===== src/rtl/scan_mux.sv =====
// scan_mux: registered N-channel time-multiplexing selector.
// Auto mode scans enabled channels at a fixed dwell; manual mode is a registered N:1 mux.
module scan_mux #(
  parameter int N_CH = 4,
  parameter int W    = 4,
  parameter int DIV  = 4,
  localparam int SELW = (N_CH > 2) ? $clog2(N_CH) : 1
) (
  input  logic              clk,
  input  logic              rst,
  input  logic              en,
  input  logic              mode,
  input  logic [SELW-1:0]   sel_in,
  input  logic [N_CH-1:0]   ch_en,
  input  logic [N_CH*W-1:0] data_in,
  output logic [W-1:0]      data_out,
  output logic [SELW-1:0]   ch_sel,
  output logic [N_CH-1:0]   ch_onehot,
  output logic              tick
);

  localparam int PW = (DIV > 2) ? $clog2(DIV) : 1;

  logic [PW-1:0]   pcnt_q, pcnt_d;
  logic [SELW-1:0] ch_q, ch_d;
  logic [W-1:0]    data_q, data_d;
  logic [N_CH-1:0] onehot_q, onehot_d;
  logic            tick_q, tick_d;

  logic [SELW-1:0] adv_ch;
  logic [SELW:0]   cand;
  logic            found;
  logic [W-1:0]    word;
  logic            hit;

  // Next enabled channel after ch_q, searching ch+1 .. wrapping back to ch itself.
  always_comb begin
    adv_ch = ch_q;
    found  = 1'b0;
    cand   = '0;
    for (int k = 1; k <= N_CH; k++) begin
      cand = {1'b0, ch_q} + (SELW+1)'(k);
      if (cand >= (SELW+1)'(N_CH)) begin
        cand = cand - (SELW+1)'(N_CH);
      end
      if (!found && ch_en[cand[SELW-1:0]]) begin
        adv_ch = cand[SELW-1:0];
        found  = 1'b1;
      end
    end
  end

  // Prescaler, channel and tick next-state for auto/manual/frozen operation.
  always_comb begin
    pcnt_d = pcnt_q;
    ch_d   = ch_q;
    tick_d = 1'b0;
    if (en) begin
      if (mode) begin
        pcnt_d = '0;
        if ({1'b0, sel_in} < (SELW+1)'(N_CH)) begin
          ch_d = sel_in;
        end
      end else if (pcnt_q == PW'(DIV - 1)) begin
        pcnt_d = '0;
        tick_d = 1'b1;
        ch_d   = adv_ch;
      end else begin
        pcnt_d = pcnt_q + PW'(1);
      end
    end
  end

  // Output word and strobe follow the next channel so they line up with ch_sel.
  always_comb begin
    word = '0;
    hit  = 1'b0;
    for (int k = 0; k < N_CH; k++) begin
      if (ch_d == SELW'(k)) begin
        word = data_in[k*W +: W];
        hit  = ch_en[k];
      end
    end
    data_d   = hit ? word : '0;
    onehot_d = hit ? (N_CH'(1) << ch_d) : '0;
  end

  // State and output registers, cleared immediately on reset.
  always_ff @(posedge clk or posedge rst) begin
    if (rst) begin
      pcnt_q   <= '0;
      ch_q     <= '0;
      data_q   <= '0;
      onehot_q <= '0;
      tick_q   <= 1'b0;
    end else begin
      pcnt_q   <= pcnt_d;
      ch_q     <= ch_d;
      data_q   <= data_d;
      onehot_q <= onehot_d;
      tick_q   <= tick_d;
    end
  end

  assign data_out  = data_q;
  assign ch_sel    = ch_q;
  assign ch_onehot = onehot_q;
  assign tick      = tick_q;

endmodule

===== config.mk =====
export PLATFORM = sky130hd
export DESIGN_NAME = scan_mux
export DESIGN_NICKNAME = d
export VERILOG_FILES = /design/src/rtl/scan_mux.sv
export SDC_FILE = /design/constraint.sdc
export NUM_CORES = 1
export LEC_CHECK = 0
export BUFFER_PORTS_ARGS = -buffer_cell sky130_fd_sc_hd__buf_2
export CORE_MARGIN = 3
export CORE_UTILIZATION = 42
export DETAILED_ROUTE_END_ITERATION = 8
export PLACE_DENSITY = 0.79
export SLEW_MARGIN = 20
export SYNTH_ARGS = -nofsm -noshare
export SYNTH_HDL_FRONTEND = slang
export SYNTH_SLANG_ARGS = --single-unit

===== constraint.sdc =====
create_clock -name clk -period 1.7 [get_ports clk]
set_input_delay 0.51 -clock clk [delete_from_list [all_inputs] [get_ports clk]]
set_output_delay 0.51 -clock clk [all_outputs]
set_load 0.005 [all_outputs]

==> results.toml <==
[clocking]
cts_sinks = 13
clk_pin_slew_ns = 0.07
clk_latency_ns = 0.27
cts_tree = "done"
htreeDepth = 1
cts_buffer_depth = 2
numCtsBuffers = 3
root_buffer = "clkbuf_4"

[synth]
synth_edf_count = 0
async_flop_share = 1.00
syn_area_um2 = 870
synthDistinctLibCells = 37
yosys_most_used_dff = "dfrtp_1"
yosysWarnings = 0
seq_area_frac_synth = 0.374
syn-instance-count = 94
syn_area_per_cell_um2 = 9.25
ys_seq_elements = 13
syn-num-nets = 121

[pwr]
power_switching_uw = 308
vdd_drop_max_mv = 0.349
comb_power_share = 0.423
leakage_uw = 0.000641
p_seq_frac = 0.389
pwr_density_cell_nw_per_um2 = 754
swShare = 0.321
p_int_uw = 652
clockPowerShare = 0.188

[setup_path]
end_kind = "flop"
worstPathRequired_ns = 1.84
worst_ep_arrival_time_ns = 2.07
crit_path_start_kind = "flop"
crit_type = "reg2reg"
cp_max_fo = 4

[die]
rows = 15
die_area_um2 = 2650
die_h_um = 51.5
initial_core_util = 0.473
io_pins = 37
core_area_um2 = 1840
die_w_um = 51.5

[routing]
wl_um = 2460
drc = 0
wl_met2_um = 1280
vias_per_cell = 5.56
wl_met3_um = 115
drt_pass1_iterations = 4
via_count = 957
drt-met1-wl_um = 1000
final_antenna_net_count = 0
highest_layer = "met4"
wl_per_cell_um = 14.3
first_iter_violations = 28

[final_layout]
area_growth_pct = 46.5
regArea_um2 = 327
finalNetCount = 175
multiInputGateArea_um2 = 505
n_antenna_cell = 0
final_common_cell = "buf_2"
fin_area_um2 = 1270
final_cell_mix = "buf_2 (36), buf_4 (18), dfrtp_1 (12), inv_1 (6), nand2_1 (6)"
final_util = 0.693
drive_gt1_frac = 0.510
nFillCells = 153
final_cells = 172

[placement]
place_area_um2 = 1180
port_buffers = 36
dp_hpwl_um = 1800
gp_congestion = 0.824
placed_cells = 165

[timing]
worst_slew_pin_slew_ns = 0.449
fmax_mhz = 520
skew_ns = 0.00264
slew_violations = 0
setup_ws_ns = -0.223
slew_headroom = 0.700
setup_violations = 8
fin_crit_sh = 1.13
rsz0062_at_grt = "true"
finalHoldViolations = 0
min_period_ns = 1.92

[grt]
overflow = 0
grt_pass1_vias = 906
grt_pass1_wl_um = 3970
grt_max_degree = 14
antenna_found_initial = 0
track_usage = 0.198

[job]
maxCapViolations = 0

[outcome]
outcome = "complete, but fails checks"
violations = "negative setup slack"

[worst_hold_path]
min_path_type = "in2async"
[kinds of logic after synthesis]
kind of cell    after synthesis  share of synthesized area
compound gates               29                      0.256
fa+ha+maj                     1                     0.0144
buf+inv                      16                     0.0950
flops                        13                      0.374
mux                           4                     0.0460
simple gates                 31                      0.214
[per-stage QoR]
stage                     total power (µW)  hold WS, ns  setup WS (ns)  setup TNS, ns
after CTS                              961        0.237         -0.175          -1.01
after floorplan                        585        0.387         -0.252          -1.82
final                                  960        0.228         -0.223          -1.19
after global placement                 725        0.522         -0.407          -3.27
after detailed placement               737        0.531         -0.470          -3.62
after global routing                  1030        0.259         -0.344          -2.05
[registers in the layout, summed over array words and instances, names as in the netlist]
register / flops
ch_sel: 2
pcnt_q: 2
ch_onehot: 4
tick: 1
data_out: 4
[Yosys cell counts (3+ instances only)]
cell	n	area share
dfrtp_1	13	0.37
inv_1	7	0.030
a21oi_1	6	0.035
nand2_1	6	0.026
a31oi_1	4	0.029
a32oi_1	4	0.040
and3_1	4	0.029
mux2i_1	4	0.046
nand3_1	4	0.023
nor2_1	4	0.017
o21ai_0	4	0.023
buf_2	3	0.017
clkbuf_1	3	0.013
[power groups by stage]
stage | clock (µW) | sequential [µW] | combinational (µW)
after global placement | 0 | 376 | 349
final | 181 | 373 | 406
after CTS | 184 | 372 | 405
after global routing | 204 | 378 | 444
after detailed placement | 0 | 378 | 359
after floorplan | 0 | 378 | 207
[worst paths after layout]
path | start | end | slack (ns) | cells past startpoint
min | rst | pcnt_q[1] | 0.23 | 2
max in group asynchronous | rst | ch_sel[0] | 1.14 | 2
max reg2reg | ch_sel[1] | data_out[2] | -0.22 | 7
min in group clk | data_in[9] | data_out[1] | 0.52 | 3
min reg2reg | pcnt_q[1] | pcnt_q[1] | 0.54 | 2
max | ch_sel[1] | data_out[2] | -0.22 | 7
[final cells by class]
| class | instances | share of cell area |
|---|---|---|
| clock buffers | 4 | 0.0206 |
| inverters | 7 | 0.0206 |
| multi-input cells | 66 | 0.397 |
| flip-flops and latches | 13 | 0.256 |
| well taps | 25 | 0.0246 |
| repair buffers | 57 | 0.281 |
[worst max-delay path: stages (launching register included)]
cell and delay [ns]:
dfrtp_1 0.39, or4b_1 0.52, o31a_1 0.26, o211ai_2 0.12, buf_6 0.16, a21oi_1 0.07, a31oi_1 0.16, mux2i_1 0.12
[per-layer routing]
layer  vias up  track usage
li1        458            -
met1       456        0.256
met2        38        0.333
met3         5       0.0172
met4         0       0.0917
met5         -            0
[timing repair]
action	CTS	global route
hold buffers	0	0
pin swaps	6	4
cloned	1	1
gates resized for setup	6	7
setup endpoints to repair	9	10
buffers inserted	2	1
hold endpoints to repair	0	0
No activity file was read; power rests on OpenSTA's default activity.
